`src/rtl/led_snake_decoder_pkg.sv`:
```
// Shared constants, FSM state type and rotation helper for the LED snake
// receive-side decoder.
package led_snake_pkg;

    localparam int LED_W   = 16;
    localparam int MAX_RUN = 8;

    typedef enum logic [1:0] {
        SEARCH  = 2'd0,
        CONFIRM = 2'd1,
        LOCKED  = 2'd2
    } state_t;

    // One-position left rotation, matching the generator's advance direction.
    function automatic logic [LED_W-1:0] rotl1(input logic [LED_W-1:0] v);
        return {v[LED_W-2:0], v[LED_W-1]};
    endfunction

endpackage

```
`src/rtl/led_snake_decoder_if.sv`:
```
// LED sample bus plus decoder status outputs; master drives samples,
// slave (the decoder) returns lock state and statistics.
interface led_snake_decoder_if #(
    parameter int ERR_CNT_W  = 8,
    parameter int STEP_CNT_W = 16
);

    logic                  i_led_valid;
    logic [15:0]           i_led;
    logic                  o_locked;
    logic [2:0]            o_length_code;
    logic [3:0]            o_head;
    logic                  o_err;
    logic [ERR_CNT_W-1:0]  o_err_count;
    logic [STEP_CNT_W-1:0] o_step_count;

    modport master (
        output i_led_valid, i_led,
        input  o_locked, o_length_code, o_head, o_err, o_err_count, o_step_count
    );

    modport slave (
        input  i_led_valid, i_led,
        output o_locked, o_length_code, o_head, o_err, o_err_count, o_step_count
    );

endinterface

```
`src/rtl/led_snake_decoder_run_analyzer.sv`:
```
// Combinational shape check of one LED sample: a single circular run of
// 1..MAX_RUN ones, reporting its length-1 and the index of its leading bit.
module led_run_analyzer
    import led_snake_pkg::*;
(
    input  logic [LED_W-1:0] i_led,
    output logic             o_well_formed,
    output logic [2:0]       o_run_len_m1,
    output logic [3:0]       o_head
);

    logic [4:0] w_pop;
    logic [4:0] w_rises;

    // A single run has exactly one 0->1 edge and one 1->0 edge going upward
    // around the ring; the 1->0 edge marks the head.
    always_comb begin
        w_pop   = '0;
        w_rises = '0;
        o_head  = '0;
        for (int i = 0; i < LED_W; i++) begin
            w_pop = w_pop + {4'd0, i_led[i]};
            if (!i_led[i] && i_led[(i + 1) % LED_W])
                w_rises = w_rises + 5'd1;
            if (i_led[i] && !i_led[(i + 1) % LED_W])
                o_head = i[3:0];
        end
    end

    assign o_run_len_m1  = 3'(w_pop - 5'd1);
    assign o_well_formed = (w_pop >= 5'd1) && (w_pop <= 5'(MAX_RUN)) && (w_rises == 5'd1);

endmodule

```
`src/rtl/led_snake_decoder.sv`:
```
// Locks onto the rotating snake pattern, flags illegal transitions while
// locked and keeps saturating error / wrapping step statistics.
module led_snake_decoder
    import led_snake_pkg::*;
#(
    parameter int ERR_CNT_W  = 8,
    parameter int STEP_CNT_W = 16
) (
    input  logic               clk,
    input  logic               rst,
    led_snake_decoder_if.slave bus
);

    state_t                r_state;
    state_t                w_nextState;
    logic [LED_W-1:0]      r_pattern;
    logic [2:0]            r_lengthCode;
    logic [3:0]            r_head;
    logic                  r_err;
    logic [ERR_CNT_W-1:0]  r_errCount;
    logic [STEP_CNT_W-1:0] r_stepCount;

    logic                  w_wellFormed;
    logic [2:0]            w_runLenM1;
    logic [3:0]            w_head;
    logic                  w_isHold;
    logic                  w_isStep;
    logic                  w_loadP;
    logic                  w_stepInc;
    logic                  w_violation;

    led_run_analyzer u_analyzer (
        .i_led         (bus.i_led),
        .o_well_formed (w_wellFormed),
        .o_run_len_m1  (w_runLenM1),
        .o_head        (w_head)
    );

    assign w_isHold = (bus.i_led == r_pattern);
    assign w_isStep = (bus.i_led == rotl1(r_pattern));

    always_ff @(posedge clk or posedge rst) begin
        if (rst)
            r_state <= SEARCH;
        else
            r_state <= w_nextState;
    end

    always_comb begin
        w_nextState = r_state;
        if (bus.i_led_valid) begin
            case (r_state)
                SEARCH: begin
                    if (w_wellFormed)
                        w_nextState = CONFIRM;
                end
                CONFIRM: begin
                    if (w_isHold)
                        w_nextState = CONFIRM;
                    else if (w_isStep)
                        w_nextState = LOCKED;
                    else if (!w_wellFormed)
                        w_nextState = SEARCH;
                end
                LOCKED: begin
                    if (!(w_isHold || w_isStep))
                        w_nextState = w_wellFormed ? CONFIRM : SEARCH;
                end
                default: w_nextState = SEARCH;
            endcase
        end
    end

    // Pattern-store / counter controls derived from the current state and sample.
    always_comb begin
        w_loadP     = 1'b0;
        w_stepInc   = 1'b0;
        w_violation = 1'b0;
        if (bus.i_led_valid) begin
            case (r_state)
                SEARCH: w_loadP = w_wellFormed;
                CONFIRM: begin
                    if (w_isStep) begin
                        w_loadP   = 1'b1;
                        w_stepInc = 1'b1;
                    end else if (!w_isHold) begin
                        w_loadP = w_wellFormed;
                    end
                end
                LOCKED: begin
                    if (w_isStep) begin
                        w_loadP   = 1'b1;
                        w_stepInc = 1'b1;
                    end else if (!w_isHold) begin
                        w_violation = 1'b1;
                        w_loadP     = w_wellFormed;
                    end
                end
                default: ;
            endcase
        end
    end

    always_ff @(posedge clk or posedge rst) begin
        if (rst) begin
            r_pattern    <= '0;
            r_lengthCode <= '0;
            r_head       <= '0;
            r_err        <= 1'b0;
            r_errCount   <= '0;
            r_stepCount  <= '0;
        end else begin
            r_err <= w_violation;
            if (w_loadP) begin
                r_pattern    <= bus.i_led;
                r_lengthCode <= w_runLenM1;
                r_head       <= w_head;
            end
            if (w_violation && (r_errCount != '1))
                r_errCount <= r_errCount + 1'b1;
            if (w_stepInc)
                r_stepCount <= r_stepCount + 1'b1;
        end
    end

    assign bus.o_locked      = (r_state == LOCKED);
    assign bus.o_length_code = r_lengthCode;
    assign bus.o_head        = r_head;
    assign bus.o_err         = r_err;
    assign bus.o_err_count   = r_errCount;
    assign bus.o_step_count  = r_stepCount;

endmodule

```
`src/flat_wrapper.sv`:
```
// flat-port wrapper written by rule: the top's interface ports become plain ports
module led_snake_decoder_flat import led_snake_pkg::*;
#(
    parameter int ERR_CNT_W  = 8,
    parameter int STEP_CNT_W = 16
)
  (clk, rst, bus_i_led_valid, bus_i_led, bus_o_locked, bus_o_length_code, bus_o_head, bus_o_err, bus_o_err_count, bus_o_step_count);
  led_snake_decoder_if #(.ERR_CNT_W(ERR_CNT_W), .STEP_CNT_W(STEP_CNT_W)) bus_i ();
  input  logic clk;
  input  logic rst;
  input wire logic [$bits(bus_i.i_led_valid)-1:0] bus_i_led_valid;
  input wire logic [$bits(bus_i.i_led)-1:0] bus_i_led;
  output wire logic [$bits(bus_i.o_locked)-1:0] bus_o_locked;
  output wire logic [$bits(bus_i.o_length_code)-1:0] bus_o_length_code;
  output wire logic [$bits(bus_i.o_head)-1:0] bus_o_head;
  output wire logic [$bits(bus_i.o_err)-1:0] bus_o_err;
  output wire logic [$bits(bus_i.o_err_count)-1:0] bus_o_err_count;
  output wire logic [$bits(bus_i.o_step_count)-1:0] bus_o_step_count;
  assign bus_i.i_led_valid = bus_i_led_valid;
  assign bus_i.i_led = bus_i_led;
  assign bus_o_locked = bus_i.o_locked;
  assign bus_o_length_code = bus_i.o_length_code;
  assign bus_o_head = bus_i.o_head;
  assign bus_o_err = bus_i.o_err;
  assign bus_o_err_count = bus_i.o_err_count;
  assign bus_o_step_count = bus_i.o_step_count;
  led_snake_decoder #(.ERR_CNT_W(ERR_CNT_W), .STEP_CNT_W(STEP_CNT_W)) u_core (.clk(clk), .rst(rst), .bus(bus_i));
endmodule
```
`config.mk`:
```
export PLATFORM = sky130hd
export DESIGN_NAME = led_snake_decoder_flat
export DESIGN_NICKNAME = d
export VERILOG_FILES = /design/src/rtl/led_snake_decoder_pkg.sv /design/src/rtl/led_snake_decoder_if.sv /design/src/rtl/led_snake_decoder_run_analyzer.sv /design/src/rtl/led_snake_decoder.sv /design/src/flat_wrapper.sv
export SDC_FILE = /design/constraint.sdc
export NUM_CORES = 1
export LEC_CHECK = 0
export BUFFER_PORTS_ARGS = -buffer_cell sky130_fd_sc_hd__buf_2
export CORE_ASPECT_RATIO = 2
export CORE_UTILIZATION = 30
export DETAILED_ROUTE_END_ITERATION = 7
export PLACE_DENSITY = 0.52
export SLEW_MARGIN = 5
export SYNTH_ARGS = -nofsm -noshare
export SYNTH_HDL_FRONTEND = slang
export SYNTH_SLANG_ARGS = --single-unit
```
`constraint.sdc`:
```
create_clock -name clk -period 3 [get_ports clk]
set_input_delay 0.6 -clock clk [delete_from_list [all_inputs] [get_ports clk]]
set_output_delay 0.6 -clock clk [all_outputs]
set_load 0.01 [all_outputs]
```
==> flow_metrics.env, run 1 <==
export IMPL_grt_usage_pct=18.8
export IMPL_synthCells=553
export IMPL_grt_ovfl_total=0
export IMPL_antenna_cells=0
export IMPL_arrival_ns=9.96
export IMPL_drive_gt1_share_pct=40.7
export IMPL_place_gp_congestion=0.935
export IMPL_powerDensity_nw_per_um2=655
export IMPL_wl_um=15900
export IMPL_placedInstanceArea_um2=6650
export IMPL_yosysWarnings=0
export IMPL_drtAntennaViolNets=0
export IMPL_synth_top_cell_area_share_pct=24.2
export IMPL_setup_slack_ns=-6.78
export IMPL_max_cap_viol_count=0
export IMPL_routed_via_density=5.10
export IMPL_die_h_um=188
export IMPL_status="finished with violations"
export IMPL_synth_seq_area_share_pct=24.2
export IMPL_tns_ns=-168.48
export IMPL_clkLatencyLatePin_ns=0.29
export IMPL_synth_cell_type_count=88
export IMPL_synth_fp_nets=611
export IMPL_p_total_mw=4.70
export IMPL_seq_area_um2=1250
export IMPL_dp_hpwl_um=12900
export IMPL_syn_area_um2=5160
export IMPL_postCtsHoldBufs=0
export IMPL_grt_pass1_vias=5378
export IMPL_critPathSlowestCell="mux2_4"
export IMPL_violations="setup timing"
export IMPL_clock_skew_ns=0.00527
export IMPL_async_flop_share_pct=100
export IMPL_finalHoldWorstSlack_ns=0.294
export IMPL_grtUsageMet3_pct=1.18
export IMPL_rows=67
export IMPL_drcViolationCount=0
export IMPL_finish_utilization_pct=42.8
export IMPL_worst_ep_required_time_ns=3.17
export IMPL_multiInputGateArea_um2=3870
export IMPL_synth_top_area_cell="dfrtp_1"
export IMPL_final_max_slew_viol_count=0
export IMPL_slew_headroom_pct=60.0
export IMPL_syn_avg_cell_area_um2=9.34
export IMPL_initial_core_util_pct=30.8
export IMPL_io_buffer_count=51
export IMPL_ir_worst_vdd_mv=0.259
export IMPL_grt_busiest_layer="met2"
export IMPL_num_vias=4829
export IMPL_max_freq_mhz=102
export IMPL_finalCritPeriodShare_pct=326
export IMPL_syn_to_final_growth_pct=38.9
export IMPL_grt_max_degree=33
export IMPL_die_area_um2=17800
export IMPL_critPathMaxStageDelay_ns=0.33
export IMPL_grt_use_met2_pct=37.9
export IMPL_criticalPathCategory="in2reg"
export IMPL_num_nets_final=796
export IMPL_crit_top_cell="ha_4"
export IMPL_path_clk_slew_ns=0.06
export IMPL_setup_viol=25
export IMPL_hold_violations=0
export IMPL_fin_area_um2=7170
export IMPL_antenna_found_initial=0
export IMPL_num_io_pins=52
export IMPL_grt_use_met1_pct=17.1
export IMPL_rsz0062_at_grt="yes"
export IMPL_die_w_um=94.8
export IMPL_ys_top_cells_by_area="dfrtp_1 (24%), xnor2_1 (11%), ha_1 (7.0%)"
export IMPL_synth_edff_count=0
export IMPL_p_leak_nw=3.31
export IMPL_cts_max_level=2
export IMPL_cts_tree="yes"
export IMPL_drt_iter0_markers=176
export IMPL_fill_cells=1645
export IMPL_min_path_type="in2async"
export IMPL_start_kind="primary input"
export IMPL_grt_pass1_wl_um=25900
export IMPL_cts_root_buffer="clkbuf_16"
export IMPL_period_needed_ns=9.78
export IMPL_tightest_slew_ns=0.597
export IMPL_synth_top_flop_cell="dfrtp_1"
export IMPL_fp_coreArea_um2=16800
export IMPL_cts_path_max_buffers=2
export IMPL_clkSinkCount=50
export IMPL_cp_max_fo=3
export IMPL_drt_pass1_iter_count=5
export IMPL_cts_buffers_inserted=5
export IMPL_cp_end_kind="flop"
export IMPL_avgRoutedWirePerCell_um=16.8
export IMPL_synth_seq_cells=50
cells in the final DEF (no fill, tap or decap), types with 4 or more instances in the layout:
cell / instances
buf_6: 4
o21ai_1: 4
and3_1: 8
and2_1: 5
clkbuf_16: 5
fa_1: 10
nand3_1: 13
o21ai_2: 4
a21o_1: 6
nand4_1: 17
a31oi_1: 6
mux2i_1: 7
ha_1: 21
o211ai_1: 7
o31ai_1: 5
xor2_1: 7
buf_4: 141
o21ai_0: 11
xnor2_1: 63
nor3_2: 4
dfrtp_1: 50
inv_1: 30
ha_4: 8
a21oi_1: 17
o21a_1: 5
nand3b_1: 9
nand2_1: 41
nand2b_1: 7
mux2_4: 26
nor3_1: 8
nor2b_1: 11
inv_2: 4
nor2_1: 28
buf_2: 49
cell usage after synthesis, types with 4 or more instances:
library cell / n
xnor2_1: 63
dfrtp_1: 50
nand2_1: 44
inv_1: 35
nor2_1: 30
ha_1: 29
mux2_4: 19
a21oi_1: 18
nand4_1: 17
o21ai_0: 17
nand3_1: 13
nor2b_1: 11
fa_1: 10
nand3b_1: 9
nor3_1: 9
and3_1: 8
mux2_2: 8
mux2i_1: 8
xor2_1: 8
nand2b_1: 7
o211ai_1: 7
a21o_1: 6
a31oi_1: 6
buf_2: 6
clkbuf_1: 6
and2_1: 5
o21a_1: 5
o31ai_1: 5
buf_4: 4
buf_6: 4
per-layer routing:
metal	part of all wire, %	wire length, µm
met1	33	5320
met2	59	9360
met3	2.2	351
met4	5.4	853
met5	0	0
critical path: cells and delay by family:
kind                       cells  cell delay (ns)
AOI/OAI and AO/OA             17             1.92
xor gates and xnor gates       3             0.50
adders and majority gates     15             3.78
buffers and inverters          6             0.59
muxes                          5             1.30
and+or+nand+nor               11             1.28
cells by family (layout without fill, tap and decap cells):
family | after synthesis | after routing | share of synthesized area, %
flops | 50 | 50 | 24.2
fa+ha+maj | 39 | 39 | 10.9
xor+xnor | 78 | 78 | 14.7
compound gates | 105 | 105 | 15.1
mux | 37 | 37 | 9.25
simple gates | 186 | 186 | 20.5
buf+inv | 58 | 244 | 5.23
cell type report:
type / instances / area share, %
clock buffer: 8 / 2.32
sequential: 50 / 17.4
multi-input combinational: 445 / 54.0
inverter: 36 / 1.94
timing repair buffer: 200 / 20.7
tap: 207 / 3.61
path summary, 6_finish.rpt:
check,startpoint,to,slack (ns),depth (start not counted)
max in group asynchronous,rst,u_core.bus.o_length_code[1],1.97,3
hold / removal,rst,u_core.bus.o_step_count[7],0.29,2
setup / recovery,bus_i_led[1],u_core.r_state[0],-6.78,57
min in group clk,u_core.bus.o_step_count[15],u_core.bus.o_step_count[15],0.48,1
setup reg to reg,u_core.r_pattern[0],u_core.r_pattern[9],0.38,12
hold reg to reg,u_core.bus.o_step_count[15],u_core.bus.o_step_count[15],0.48,1
state kept, by name, indices dropped and copies added, names as in the netlist:
| name | count |
|---|---|
| u_core.bus.o_step_count | 16 |
| u_core.r_pattern | 16 |
| u_core.bus.o_head | 4 |
| u_core.bus.o_err | 1 |
| u_core.r_state | 2 |
| u_core.bus.o_length_code | 3 |
| u_core.bus.o_err_count | 8 |
through the flow:
stage	instances	setup slack, ns
floorplan	553	-7.18
global placement	917	-7.11
detailed placement	917	-7.34
CTS	943	-6.83
global route	946	-7.38
finish	946	-6.78
repair_timing:
item                                   in CTS  in global routing
endpoints found under the hold margin       0                  0
pin swaps                                  23                 10
resized for setup                          18                 16
gates cloned                                3                  0
buffers inserted                           15                  3
setup endpoints to repair                  25                 25
power breakdown:
| part | switching, mW | total, mW | leakage (nW) | internal (mW) |
|---|---|---|---|---|
| logic | 1.31 | 3.04 | 2.59 | 1.73 |
| registers | 0.194 | 1.04 | 0.642 | 0.850 |
| clock network | 0.235 | 0.612 | 0.0832 | 0.377 |
| total | 1.74 | 4.70 | 3.31 | 2.95 |
(Power assumes the default switching activity.)
==> inputs of run 2 (changes only) <==
--- a/config.mk
+++ b/config.mk
@@ -7,9 +7,10 @@
 export LEC_CHECK = 0
 export BUFFER_PORTS_ARGS = -buffer_cell sky130_fd_sc_hd__buf_2
 export CORE_ASPECT_RATIO = 2
-export CORE_UTILIZATION = 30
+export CORE_UTILIZATION = 61
 export DETAILED_ROUTE_END_ITERATION = 7
-export PLACE_DENSITY = 0.52
+export HOLD_SLACK_MARGIN = 0.1
+export PLACE_DENSITY = 0.88
 export SLEW_MARGIN = 5
 export SYNTH_ARGS = -nofsm -noshare
 export SYNTH_HDL_FRONTEND = slang
==> run 2 against run 1 <==
- the flow now stops in global routing (5_1_grt)
- area after synthesis unchanged
- synthesized cell count unchanged
==> flow_metrics.env, run 2 <==
export IMPL_status="stopped before the end"
export IMPL_stop_stage="global routing (5_1_grt)"
export IMPL_stop_error="[ERROR GRT-0232] Routing congestion too high. Check the congestion heatmap in the GUI."
export IMPL_clkSinkCount=50
export IMPL_synth_seq_cells=50
export IMPL_synth_top_cell_area_share_pct=24.2
export IMPL_synth_cell_type_count=88
export IMPL_rows=47
export IMPL_io_buffer_count=51
export IMPL_place_gp_congestion=1.01
export IMPL_post_synth_top_count_cell="xnor2_1"
export IMPL_cts_buffers_inserted=5
export IMPL_worst_ep_kind="sequential cell input"
export IMPL_cts_root_buffer="clkbuf_16"
export IMPL_dp_hpwl_um=12900
export IMPL_synth_top_flop_cell="dfrtp_1"
export IMPL_synth_seq_area_share_pct=24.2
export IMPL_syn_area_um2=5160
export IMPL_crit_endpoint="u_core.r_pattern[7]$_DFFE_PP0P_/D"
export IMPL_cts_max_level=2
export IMPL_cts_path_max_buffers=2
export IMPL_synth_fp_nets=611
export IMPL_synthCells=553
export IMPL_synth_edff_count=0
export IMPL_grt_usage_pct=72.9
export IMPL_num_io_pins=52
export IMPL_grt_ovfl_total=62
export IMPL_grt_max_degree=51
export IMPL_die_h_um=132
export IMPL_synth_top_area_cell="dfrtp_1"
export IMPL_postCtsHoldBufs=0
export IMPL_ys_top_cells_by_area="dfrtp_1 (24%), xnor2_1 (11%), ha_1 (7.0%)"
export IMPL_initial_core_util_pct=62.7
export IMPL_synthTopCellsByCount="xnor2_1 (63), dfrtp_1 (50), nand2_1 (44)"
export IMPL_die_w_um=67.1
export IMPL_async_flop_share_pct=100
export IMPL_yosysWarnings=0
export IMPL_placedInstanceArea_um2=6540
export IMPL_syn_avg_cell_area_um2=9.34
-- run 2: cell counts after synthesis --
Identical to the previous run, type by type.
-- run 2: repair_timing --
item	4_1_cts
cloned	3
pin swaps	22
endpoints found under the setup margin	25
gates resized for setup	35
buffers inserted	38
-- run 2: kinds of logic after synthesis --
logic type / synth area share, %
AND/OR/NAND/NOR: 20.5
AO/OA/AOI/OAI: 15.1
XOR/XNOR: 14.7
buffers and inverters: 5.23
flip-flops: 24.2
adder cells (fa/ha/maj): 10.9
multiplexers: 9.25
-- run 2: per-stage QoR --
stage               instances  worst slack [ns]  hold slack, ns
floorplan                 553             -7.18           0.508
detailed placement        812             -7.64           0.481
CTS                       859             -6.95           0.493
global placement          812             -6.95           0.459
-- run 2: routing by layer --
| metal | overflow | track usage, % |
|---|---|---|
| met5 | 0 | 3.75 |
| met4 | 24 | 73.3 |
| met3 | 2 | 50.3 |
| met2 | 35 | 89.9 |
| met1 | 1 | 76.2 |
==> inputs of run 3 (changes only) <==
--- a/config.mk
+++ b/config.mk
@@ -6,11 +6,9 @@
 export NUM_CORES = 1
 export LEC_CHECK = 0
 export BUFFER_PORTS_ARGS = -buffer_cell sky130_fd_sc_hd__buf_2
-export CORE_ASPECT_RATIO = 2
-export CORE_UTILIZATION = 61
+export CORE_UTILIZATION = 40
 export DETAILED_ROUTE_END_ITERATION = 7
-export HOLD_SLACK_MARGIN = 0.1
-export PLACE_DENSITY = 0.88
+export PLACE_DENSITY_LB_ADDON = 0.15
 export SLEW_MARGIN = 5
 export SYNTH_ARGS = -nofsm -noshare
 export SYNTH_HDL_FRONTEND = slang
==> run 3 against run 2 <==
- the flow now finishes, with violations (setup timing)
==> flow_metrics.env, run 3 (same netlist as run 1, synthesis figures left out) <==
export IMPL_status="finished with violations"
export IMPL_violations="setup timing"
export IMPL_fill_cells=1151
export IMPL_worst_ep_required_time_ns=3.17
export IMPL_crit_top_cell="ha_4"
export IMPL_num_vias=4779
export IMPL_crit_end="u_core.bus.o_length_code[1]"
export IMPL_cts_max_level=2
export IMPL_grt_pass1_wl_um=23200
export IMPL_ff2ff_path_depth=12
export IMPL_avgRoutedWirePerCell_um=15.5
export IMPL_grt_ovfl_total=0
export IMPL_drive_gt1_share_pct=41.2
export IMPL_setup_viol=25
export IMPL_drcViolationCount=0
export IMPL_rows=41
export IMPL_routed_via_density=5.18
export IMPL_setup_slack_ns=-6.79
export IMPL_critPathMaxStageDelay_ns=0.31
export IMPL_criticalPathCategory="in2reg"
export IMPL_tns_ns=-168.68
export IMPL_ir_worst_vdd_mv=0.376
export IMPL_rsz0062_at_grt="yes"
export IMPL_cp_end_kind="flop"
export IMPL_p_leak_nw=3.36
export IMPL_slew_headroom_pct=66.6
export IMPL_clkLatencyLatePin_ns=0.29
export IMPL_min_path_type="in2async"
export IMPL_die_w_um=116
export IMPL_critPathSlowestCell="ha_1"
export IMPL_cts_root_buffer="clkbuf_16"
export IMPL_die_area_um2=13400
export IMPL_place_gp_congestion=0.857
export IMPL_critPathLaunch="bus_i_led[1]"
export IMPL_syn_to_final_growth_pct=39.1
export IMPL_finalCritPeriodShare_pct=326
export IMPL_start_kind="primary input"
export IMPL_fin_area_um2=7190
export IMPL_period_needed_ns=9.79
export IMPL_max_cap_viol_count=0
export IMPL_powerDensity_nw_per_um2=650
export IMPL_cts_buffers_inserted=5
export IMPL_r2r_setup_slack_ns=0.45
export IMPL_grt_usage_pct=22.1
export IMPL_finalHoldWorstSlack_ns=0.264
export IMPL_rr_startpoint="u_core.r_pattern[11]"
export IMPL_die_h_um=116
export IMPL_path_clk_slew_ns=0.07
export IMPL_initial_core_util_pct=40.9
export IMPL_finish_utilization_pct=57.0
export IMPL_wl_um=14300
export IMPL_clock_skew_ns=0.00862
export IMPL_io_buffer_count=51
export IMPL_mostFrequentLayoutCell="buf_4"
export IMPL_hold_violations=0
export IMPL_grt_pass1_vias=4805
export IMPL_drt_pass1_iter_count=6
export IMPL_drtAntennaViolNets=0
export IMPL_max_freq_mhz=102
export IMPL_grt_max_degree=35
export IMPL_antenna_found_initial=0
export IMPL_antenna_cells=0
export IMPL_p_total_mw=4.67
export IMPL_postCtsHoldBufs=0
export IMPL_cts_path_max_buffers=2
export IMPL_r2r_end="u_core.r_pattern[14]"
export IMPL_arrival_ns=9.97
export IMPL_clkSinkCount=50
export IMPL_cts_tree="yes"
export IMPL_dp_hpwl_um=10800
export IMPL_tightest_slew_ns=0.499
export IMPL_cp_max_fo=6
export IMPL_num_nets_final=807
export IMPL_final_max_slew_viol_count=0
export IMPL_placedInstanceArea_um2=6590
export IMPL_layout_common_cells="buf_4 (154), xnor2_1 (63), dfrtp_1 (50)"
export IMPL_fp_coreArea_um2=12600
export IMPL_drt_iter0_markers=269
export IMPL_num_io_pins=52
-- run 3: worst min-delay path by stage --
stage | from | to | slack, ns | cells after the start
after floorplan | u_core.bus.o_step_count[15] | u_core.bus.o_step_count[15] | 0.51 | 1
after global routing | rst | u_core.bus.o_err_count[3] | 0.29 | 2
after global placement | u_core.bus.o_step_count[15] | u_core.bus.o_step_count[15] | 0.46 | 1
final | rst | u_core.r_pattern[11] | 0.26 | 2
after CTS | rst | u_core.bus.o_err_count[3] | 0.28 | 2
after detailed placement | u_core.bus.o_step_count[15] | u_core.bus.o_step_count[15] | 0.46 | 1
-- run 3: cell type report --
cell class	count	area [µm²]	area share, %
Clock inverter	3	43.8	0.609
Clock buffer	5	125	1.74
Sequential cell	50	1250	17.4
Multi-Input combinational cell	445	3860	53.7
Tap cell	172	215	2.99
Timing Repair Buffer	211	1550	21.6
Inverter	36	141	1.97
-- run 3: what timing repair did --
item | in CTS | in global routing
endpoints found under the hold margin | 0 | 0
resized for setup | 22 | 13
cloned | 2 | 1
endpoints found under the setup margin | 25 | 25
pin swaps | 17 | 4
buffers inserted | 23 | 8
-- run 3: metal layers --
layer  vias to the layer above  wire (µm)  track usage, %  share of wire, %
met5                         -          0               0                 0
met4                         0        206            4.87               1.4
met3                        18        469            2.51               3.3
met2                       103       6760            37.1                47
met1                      2301       6860            30.6                48
li1                       2357          -               -                 -
-- run 3: where the power goes --
part / switching, mW / total [mW] / internal (mW)
clock network: 0.260 / 0.655 / 0.395
logic: 1.27 / 2.99 / 1.72
registers: 0.180 / 1.03 / 0.850
total: 1.71 / 4.67 / 2.97
-- run 3: critical path: cells and delay by family --
family                   cells  cell delay [ns]
buffers and inverters        6             0.58
multiplexers                 4             0.98
AO/OA/AOI/OAI               18             2.28
AND/OR/NAND/NOR             11             1.35
adder cells (fa/ha/maj)     15             3.73
XOR/XNOR                     3             0.47
-- run 3: stage by stage --
step / instances / worst slack, ns
2_1_floorplan: 553 / -7.18
3_3_place_gp: 881 / -6.93
3_5_place_dp: 881 / -7.23
4_1_cts: 914 / -6.75
5_1_grt: 922 / -7.25
6_report: 922 / -6.79
